### config.mk
export PLATFORM = sky130hd
export DESIGN_NAME = score_render
export DESIGN_NICKNAME = d
export VERILOG_FILES = /design/src/rtl/score_render_pkg.sv /design/src/rtl/score_glyph_rom.sv /design/src/rtl/score_render.sv
export SDC_FILE = /design/constraint.sdc
export NUM_CORES = 1
export LEC_CHECK = 0
export BUFFER_PORTS_ARGS = -buffer_cell sky130_fd_sc_hd__clkbuf_2
export CAP_MARGIN = 20
export CORE_MARGIN = 2
export CORE_UTILIZATION = 45
export DETAILED_ROUTE_END_ITERATION = 8
export GPL_TIMING_DRIVEN = 0
export PLACE_DENSITY = 0.79
export SETUP_SLACK_MARGIN = 0.5
export SLEW_MARGIN = 10
export SYNTH_ARGS = -nofsm -noshare
export SYNTH_HDL_FRONTEND = slang
export SYNTH_SLANG_ARGS = --single-unit
### constraint.sdc
create_clock -name clk -period 3.37 [get_ports clk]
set_input_delay 0.337 -clock clk [delete_from_list [all_inputs] [get_ports clk]]
set_output_delay 0.337 -clock clk [all_outputs]
set_load 0.02 [all_outputs]
### src/rtl/score_render_pkg.sv
// rtl/score_render_pkg.sv - shared glyph geometry and 3x5 digit font for the score renderer
package score_render_pkg;

  localparam int GLYPH_W    = 3;
  localparam int GLYPH_H    = 5;
  localparam int CELL_W     = 4;
  localparam int NUM_DIGITS = 4;
  localparam int HI_ROW_GAP = 7;

  // One entry per digit, row 0 in bits [14:12]; bit 2 of each row is the leftmost column.
  localparam logic [9:0][14:0] FONT = {
    15'b111_101_111_001_111,  // 9
    15'b111_101_111_101_111,  // 8
    15'b111_001_001_001_001,  // 7
    15'b111_100_111_101_111,  // 6
    15'b111_100_111_001_111,  // 5
    15'b101_101_111_001_001,  // 4
    15'b111_001_111_001_111,  // 3
    15'b111_001_111_100_111,  // 2
    15'b010_110_010_010_111,  // 1
    15'b111_101_101_101_111   // 0
  };

endpackage

### src/rtl/score_glyph_rom.sv
// rtl/score_glyph_rom.sv - combinational font lookup: digit + row -> 3-bit row pattern
module score_glyph_rom
  import score_render_pkg::*;
(
  input  logic [3:0] digit,
  input  logic [2:0] row,
  output logic [2:0] pattern
);

  always_comb begin
    pattern = '0;
    if (row < 3'(GLYPH_H)) begin
      // Non-BCD nibbles render as a solid block so corruption is visible on screen.
      if (digit > 4'd9) pattern = 3'b111;
      else              pattern = FONT[digit][3 * (GLYPH_H - 1 - int'(row)) +: 3];
    end
  end

endmodule

### src/rtl/score_render.sv
// rtl/score_render.sv - renders the frame-snapshotted BCD score into the pixel stream, 2-cycle pipeline
// Optional high-score register and second row: SCORE_HISCORE_EN
module score_render
  import score_render_pkg::*;
#(
  parameter int ORIGIN_X   = 560,
  parameter int ORIGIN_Y   = 16,
  parameter int SCALE_LOG2 = 1
) (
  input  logic        clk,
  input  logic        rst_n,
  input  logic [15:0] score,
  input  logic        game_tick,
  input  logic        game_over,
  input  logic [9:0]  hpos,
  input  logic [9:0]  vpos,
`ifdef SCORE_HISCORE_EN
  output logic [15:0] hiscore,
`endif
  output logic        pixel_on
);

`ifdef SCORE_HISCORE_EN
  localparam int NUM_ROWS = 2;
`else
  localparam int NUM_ROWS = 1;
`endif

  localparam int X_END = ORIGIN_X + ((NUM_DIGITS * CELL_W) << SCALE_LOG2);

  logic [15:0] shown;
  logic [15:0] row_val [NUM_ROWS];
  logic [NUM_ROWS-1:0] lit;

  always_ff @(posedge clk or negedge rst_n) begin
    if (!rst_n)         shown <= '0;
    else if (game_tick) shown <= score;
  end

  assign row_val[0] = shown;

`ifdef SCORE_HISCORE_EN
  always_ff @(posedge clk or negedge rst_n) begin
    if (!rst_n)                           hiscore <= '0;
    else if (game_over && score > hiscore) hiscore <= score;
  end

  assign row_val[1] = hiscore;
`else
  logic unused_game_over;
  assign unused_game_over = game_over;
`endif

  for (genvar r = 0; r < NUM_ROWS; r++) begin : g_row
    localparam int OY    = ORIGIN_Y + r * (HI_ROW_GAP << SCALE_LOG2);
    localparam int Y_END = OY + (GLYPH_H << SCALE_LOG2);

    logic [9:0]  dx, dy;
    logic [3:0]  ux;
    logic [2:0]  uy;
    logic        in_c, blank_c;
    logic [3:0]  digit_c;
    logic        s1_in, s1_blank;
    logic [3:0]  s1_digit;
    logic [1:0]  s1_col;
    logic [2:0]  s1_row;
    logic [2:0]  pattern;
    logic        col_bit;

    // Bounds are compared in 32-bit so a region running past 1023 clips instead of wrapping.
    assign in_c = (int'(hpos) >= ORIGIN_X) && (int'(hpos) < X_END) &&
                  (int'(vpos) >= OY)       && (int'(vpos) < Y_END);
    assign dx = hpos - 10'(ORIGIN_X);
    assign dy = vpos - 10'(OY);
    assign ux = 4'(dx >> SCALE_LOG2);
    assign uy = 3'(dy >> SCALE_LOG2);

    always_comb begin
      digit_c = row_val[r][3:0];
      blank_c = 1'b0;
      case (ux[3:2])
        2'd0: begin digit_c = row_val[r][15:12]; blank_c = (row_val[r][15:12] == 4'd0); end
        2'd1: begin digit_c = row_val[r][11:8];  blank_c = (row_val[r][15:8]  == 8'd0); end
        2'd2: begin digit_c = row_val[r][7:4];   blank_c = (row_val[r][15:4]  == 12'd0); end
        default: begin digit_c = row_val[r][3:0]; blank_c = 1'b0; end
      endcase
    end

    always_ff @(posedge clk or negedge rst_n) begin
      if (!rst_n) begin
        s1_in    <= 1'b0;
        s1_blank <= 1'b0;
        s1_digit <= '0;
        s1_col   <= '0;
        s1_row   <= '0;
      end else begin
        s1_in    <= in_c;
        s1_blank <= blank_c;
        s1_digit <= digit_c;
        s1_col   <= ux[1:0];
        s1_row   <= uy;
      end
    end

    score_glyph_rom u_rom (
      .digit   (s1_digit),
      .row     (s1_row),
      .pattern (pattern)
    );

    always_comb begin
      col_bit = 1'b0;
      case (s1_col)
        2'd0:    col_bit = pattern[2];
        2'd1:    col_bit = pattern[1];
        2'd2:    col_bit = pattern[0];
        default: col_bit = 1'b0;
      endcase
    end

    assign lit[r] = s1_in & ~s1_blank & col_bit;
  end

  always_ff @(posedge clk or negedge rst_n) begin
    if (!rst_n) pixel_on <= 1'b0;
    else        pixel_on <= |lit;
  end

endmodule

==> results of run 1 <==
path summary, 6_finish.rpt:
kind                                     from                 end  slack (ps)  cells past startpoint
max                        g_row[0].s1_row[1]            pixel_on         560                     11
max reg2reg                g_row[0].s1_row[1]            pixel_on         560                     11
min                                     rst_n          row_val[3]          70                      1
max in group asynchronous               rst_n          row_val[6]        2880                      1
min in group clk                      hpos[1]  g_row[0].s1_col[0]         160                      1
min reg2reg                        row_val[3]          row_val[3]         520                      1
sequential cells by signal (all words and copies together), names as in the netlist:
signal,flops
g_row.s1_row,3
g_row.s1_blank,1
g_row.s1_col,2
row_val,16
g_row.s1_in,1
pixel_on,1
g_row.s1_digit,4
kinds of logic (layout without fill, tap and decap cells):
group	count (synthesis)	in the layout	synth area share
xor gates and xnor gates	4	4	0.02499
DFF	28	28	0.3498
adders and majority gates	11	11	0.07246
and+or+nand+nor	58	58	0.1730
buffers and inverters	22	64	0.05621
AOI/OAI and AO/OA	45	45	0.1637
muxes	25	25	0.1599
per-stage QoR:
| step | instances | hold WS (ps) |
|---|---|---|
| after detailed placement | 279 | 396.0 |
| after floorplan | 193 | 41.41 |
| after CTS | 285 | 92.02 |
| final | 287 | 68.17 |
| after global routing | 287 | 111.7 |
| after global placement | 279 | 388.4 |
worst max-delay path: cells and delay by family (launching register included):
family          cells  cell delay (ps)
compound gates      3              610
xor+xnor            1              150
fa+ha+maj           3             1140
flops               1              460
buf+inv             1              150
simple gates        3              230
power breakdown:
group          switching, uW  internal (uW)  leakage [uW]
registers               28.6            365      0.000334
clock network           98.8            159     0.0000357
logic                    190            166      0.000671
total                    317            691       0.00104
layout make-up:
type                       count  area share
tap                           52     0.02704
clock inverter                 1     0.01248
clock buffer                   3     0.01716
multi-input combinational    143      0.5205
sequential                    28      0.2912
inverter                      10     0.01716
buffer                        12     0.03120
timing repair buffer          38     0.08320
routing by layer:
metal,global-route usage,part of all wire
met5,0,0
met1,0.2371,0.42
met4,0.08176,0.020
met3,0.03419,0.075
met2,0.3136,0.49
cells in the final DEF, fill, tap and decap left out, types with 5 or more instances in the layout:
cell,synthesis,layout
a21oi_1,6,6
dfrtp_1,28,28
nor4_1,6,5
buf_4,1,5
clkbuf_2,0,34
nor2_1,11,10
ha_1,10,9
mux2_2,16,16
inv_1,10,9
o21ai_0,9,9
nand2_1,9,8
mux2i_1,5,5
Yosys cell counts, types with 3 or more instances:
cell	n
a31oi_1	3
nor3_1	4
a21oi_1	6
mux2i_1	5
nand2b_1	3
nor2_1	11
mux4_2	4
dfrtp_1	28
nand4_1	4
nor2b_1	4
ha_1	10
o21ai_0	9
nand3b_1	3
nor4_1	6
inv_1	10
mux2_2	16
nand4b_1	3
buf_2	3
buf_6	3
nand2_1	9
clkbuf_1	4
what timing repair did:
action | 4_1_cts | 5_1_grt
setup endpoints to repair | 1 | 1
gates cloned | 0 | 0
pin swaps | 1 | 6
setup buffers | 2 | 2
gates resized for setup | 9 | 4
==> flow_summary.json, run 1 <==
{
  "status": "complete, no violations",
  "finalPower_uw": 1008,
  "root_buffer": "clkbuf_8",
  "leakage_uw": 0.001040,
  "worstMarginPinSlew_ps": 649.3,
  "firstDrtPassIters": 5,
  "utilization": 0.5564,
  "grt_max_degree": 29,
  "period_minus_slack_ps": 2813,
  "ctsLongestPathBuffers": 2,
  "track_usage": 0.1871,
  "ys_seq_elements": 28,
  "grt_pass1_vias": 1752,
  "layout-drive-gt1-share": 0.3574,
  "drtIter0Drc": 145,
  "antenna_left": 0,
  "finClkSkew_ps": 3.433,
  "synth-edff-count": 0,
  "io_buffers": 34,
  "wl_um": 4445,
  "min_period_over_period": 0.8348,
  "slowest_stage": "fa_2",
  "synth_nets": 244,
  "cts_max_level": 1,
  "antenna_found_initial": 0,
  "via_per_inst": 6.087,
  "clock.fmax_mhz": 355.5,
  "synth_top_area_share": 0.3498,
  "cts_tree": "yes",
  "worstSetupPathType": "register to register",
  "yosysUniqueCellTypes": 57,
  "nets": 287,
  "seq_area_um2": 700.7,
  "fin_setup_tns_ps": 0,
  "core_area_mm2": 0.004324,
  "grt_setup_unrepaired": "yes",
  "io_pins": 41,
  "clk_pin_slew_ps": 90,
  "critPathMaxFanout": 6,
  "required_ps": 3560,
  "ctsHoldBuffers": 0,
  "dieWidth_um": 70.72,
  "antenna_cells": 0,
  "dieArea_mm2": 0.005001,
  "via_count": 1747,
  "async_flop_share": 1.000,
  "insertion_delay_ps": 280,
  "cts_made_buffers": 3,
  "cts_sinks": 28,
  "overflow": 0,
  "placed_area_mm2": 0.002238,
  "multi_input_area_mm2": 0.001252,
  "crit_arrival_ps": 3000,
  "initial_core_util": 0.4633,
  "path_cells": "inv_1 > ha_4 > xor2_2 > ha_1 > nand2_2 > fa_2 > nor2_2 > a31oi_1 > o41a_1 > nand4_1 > a211oi_2",
  "place_ws_ps": 141.1,
  "synthCells": 193,
  "wl_per_cell_um": 15.49,
  "die_h_um": 70.72,
  "gp_congestion": 0.9217,
  "slew_headroom": 0.5672,
  "rows": 24,
  "slew_violations": 0,
  "hold_violations": 0,
  "worst_path_largest_cell_delay_ps": 630,
  "yosys_warnings": 0,
  "dp_hpwl_um": 3353,
  "synth_top_cell_by_area": "dfrtp_1",
  "setup_violations": 0,
  "ir_drop_v": 0.0004166,
  "cp-end-kind": "register",
  "start_kind": "register",
  "power_density_mw_per_mm2": 418.8,
  "syn_area_mm2": 0.002003,
  "maxCapViolCount": 0,
  "drc": 0,
  "synth_area_per_cell_um2": 10.38,
  "setup_slack_ps": 556.9,
  "grt_pass1_wl_um": 7645,
  "synth.area.top_cells": "dfrtp_1 (35%), mux2_2 (9.0%), ha_1 (6.2%)",
  "design_area_mm2": 0.002406,
  "fillerInstances": 362,
  "yosysSeqAreaShare": 0.3498,
  "holdCritPathClass": "primary input to asynchronous set/reset pin",
  "area_growth_pct": 20.11,
  "synth_flop_cell": "dfrtp_1"
}
(Power assumes the default switching activity.)
==> run 2, diff against run 1 <==
--- a/config.mk
+++ b/config.mk
@@ -5,13 +5,14 @@
 export SDC_FILE = /design/constraint.sdc
 export NUM_CORES = 1
 export LEC_CHECK = 0
+export ABC_AREA = 1
 export BUFFER_PORTS_ARGS = -buffer_cell sky130_fd_sc_hd__clkbuf_2
 export CAP_MARGIN = 20
 export CORE_MARGIN = 2
 export CORE_UTILIZATION = 45
 export DETAILED_ROUTE_END_ITERATION = 8
 export GPL_TIMING_DRIVEN = 0
-export PLACE_DENSITY = 0.79
+export PLACE_DENSITY = 0.81
 export SETUP_SLACK_MARGIN = 0.5
 export SLEW_MARGIN = 10
 export SYNTH_ARGS = -nofsm -noshare
==> constraint.sdc (replaced) <==
create_clock -name clk -period 2.4 [get_ports clk]
set_input_delay 0.24 -clock clk [delete_from_list [all_inputs] [get_ports clk]]
set_output_delay 0.24 -clock clk [all_outputs]
set_load 0.02 [all_outputs]
==> flow_summary.json, run 2 <==
{
  "largest_reg_flops": 16,
  "r2r_cells": 12,
  "worst_path_largest_cell_delay_ps": 490,
  "core_area_mm2": 0.004058,
  "synth_top_area_share": 0.3620,
  "path_cells": "inv_4 > ha_4 > xor2_2 > ha_1 > nand2_1 > fa_2 > or3_4 > nand3_2 > nand3_2 > nand3_1 > nand2_1 > inv_1",
  "worstPathBufferInverterCount": 2,
  "cts_max_level": 1,
  "finalPower_uw": 1374,
  "firstDrtPassIters": 4,
  "hold_ws_ps": -24.39,
  "slowest_stage": "fa_2",
  "drc": 0,
  "gp_congestion": 0.9068,
  "status": "finished with violations",
  "grt_busiest_layer": "met2",
  "area_growth_pct": 22.04,
  "via_count": 1925,
  "start_kind": "register",
  "grt_setup_unrepaired": "yes",
  "initial_core_util": 0.4770,
  "yosys-top-cells-count": "nand2_1 (73), nand3_1 (40), inv_1 (32)",
  "cts_tree": "yes",
  "grt_util_met3": 0.02035,
  "ys_seq_elements": 28,
  "drtIter0Drc": 133,
  "holdCritPathClass": "primary input to asynchronous set/reset pin",
  "met2_usage": 0.3376,
  "yosysUniqueCellTypes": 31,
  "yosys_warnings": 0,
  "ff2ff_setup_slack_ps": -60,
  "nets": 362,
  "dp_hpwl_um": 3471,
  "synth_nets": 314,
  "place_ws_ps": -142.3,
  "required_ps": 2620,
  "cts_made_buffers": 3,
  "finClkSkew_ps": 7.383,
  "syn_area_mm2": 0.001936,
  "slew_violations": 0,
  "dieWidth_um": 69.59,
  "clk_pin_slew_ps": 100,
  "use_met1": 0.2500,
  "antenna_left": 0,
  "design_area_mm2": 0.002362,
  "antenna_cells": 0,
  "crit_arrival_ps": 2680,
  "dieArea_mm2": 0.004842,
  "slew_headroom": 0.5509,
  "maxCapViolCount": 0,
  "synth_area_per_cell_um2": 7.360,
  "ctsHoldBuffers": 0,
  "final_common_cell": "nand2_1",
  "synth_flop_cell": "dfrtp_1",
  "yosysMostFrequentCell": "nand2_1",
  "antenna_found_initial": 0,
  "root_buffer": "clkbuf_8",
  "ir_drop_v": 0.0004358,
  "min_period_over_period": 1.023,
  "die_h_um": 69.59,
  "setup_slack_ps": -56.24,
  "wl_per_cell_um": 12.65,
  "io_pins": 41,
  "cp_top_family": "adder cells",
  "synthCells": 263,
  "ctsLongestPathBuffers": 2,
  "power_density_mw_per_mm2": 581.6,
  "layout-drive-gt1-share": 0.2677,
  "grt_pass1_vias": 1790,
  "r2r_end": "pixel_on",
  "fin_setup_tns_ps": -56.24,
  "critPathMaxFanout": 6,
  "track_usage": 0.1914,
  "grt_pass1_wl_um": 7693,
  "reg2reg_from": "g_row[0].s1_row[0]",
  "synth.area.top_cells": "dfrtp_1 (36%), nand2_1 (14%), nand3_1 (10%)",
  "mostFrequentLayoutCells": "nand2_1 (73), nand3_1 (37), clkbuf_2 (36)",
  "synth_top_cell_by_area": "dfrtp_1",
  "synth-edff-count": 0,
  "worstSetupPathType": "register to register",
  "async_flop_share": 1.000,
  "insertion_delay_ps": 280,
  "clock.fmax_mhz": 407.1,
  "yosysSeqAreaShare": 0.3620,
  "placed_area_mm2": 0.002212,
  "wl_um": 4555,
  "setup_violations": 1,
  "worstMarginPinSlew_ps": 673.7,
  "cts_sinks": 28,
  "period_minus_slack_ps": 2456,
  "via_per_inst": 5.347,
  "rows": 23,
  "io_buffers": 36,
  "overflow": 0,
  "hold_violations": 28,
  "cp-end-kind": "register",
  "violations": "hold timing, setup timing",
  "grt_max_degree": 29,
  "leakage_uw": 0.001228
}
[run 2: cell types whose count changed in the layout (fill, tap and decap cells not counted), moves of 8 or more]
cell and delta:
inv_1 +20, mux2_2 -8, nand2_1 +65, nand3_1 +36, nor2_1 +8
[run 2: worst max-delay path by stage]
stage                        from        to  slack, ps  cells after the start
2_1_floorplan  g_row[0].s1_row[0]  pixel_on         40                     15
3_3_place_gp   g_row[0].s1_row[0]  pixel_on       -100                     15
3_5_place_dp   g_row[0].s1_row[0]  pixel_on       -140                     15
4_1_cts        g_row[0].s1_row[0]  pixel_on        -50                     15
5_1_grt        g_row[0].s1_row[0]  pixel_on       -190                     15
6_report       g_row[0].s1_row[0]  pixel_on        -60                     12
[run 2: layer usage]
| metal | up-vias | share of wire |
|---|---|---|
| met3 | 8 | 0.060 |
| met1 | 883 | 0.44 |
| met5 | - | 0 |
| li1 | 952 | - |
| met4 | 0 | 0.013 |
| met2 | 82 | 0.49 |
[run 2: power breakdown]
part           internal [uW]  leakage (uW)  switching [uW]  total (uW)
Sequential               511      0.000338            37.4         548
Clock                    223     0.0000357             146         369
Combinational            188      0.000855             268         456
Total                    922       0.00123             452        1370
[run 2: metrics by stage]
step	util	std cells	hold slack (ps)
floorplan	-	263	-55.59
global placement	0.5452	349	304.2
detailed placement	0.5452	349	312.2
CTS	0.5726	358	6.914
global route	0.5822	360	45.52
finish	0.5822	360	-24.39
[run 2: kinds of logic (layout without fill, tap and decap cells)]
logic type,Yosys count,after routing,share of synthesized area
simple gates,147,147,0.3342
buf+inv,41,88,0.08985
mux,8,8,0.04654
fa+ha+maj,11,11,0.07498
xor+xnor,2,2,0.009051
compound gates,26,26,0.08339
flops,28,28,0.3620
[run 2: layout make-up]
type / count / area [um^2]
Clock inverter: 1 / 30.03
Inverter: 36 / 140.1
Clock buffer: 3 / 41.29
Buffer: 5 / 36.28
Timing Repair Buffer: 43 / 232.7
Multi-Input combinational cell: 194 / 1116
Tap cell: 50 / 62.56
Sequential cell: 28 / 703.2
Fill cell: 344 / 1695
[run 2: timing repair]
| action | CTS | global route |
|---|---|---|
| pin swaps | 5 | 7 |
| resized for setup | 2 | 7 |
| endpoints found under the setup margin | 1 | 1 |
| setup buffers | 5 | 2 |
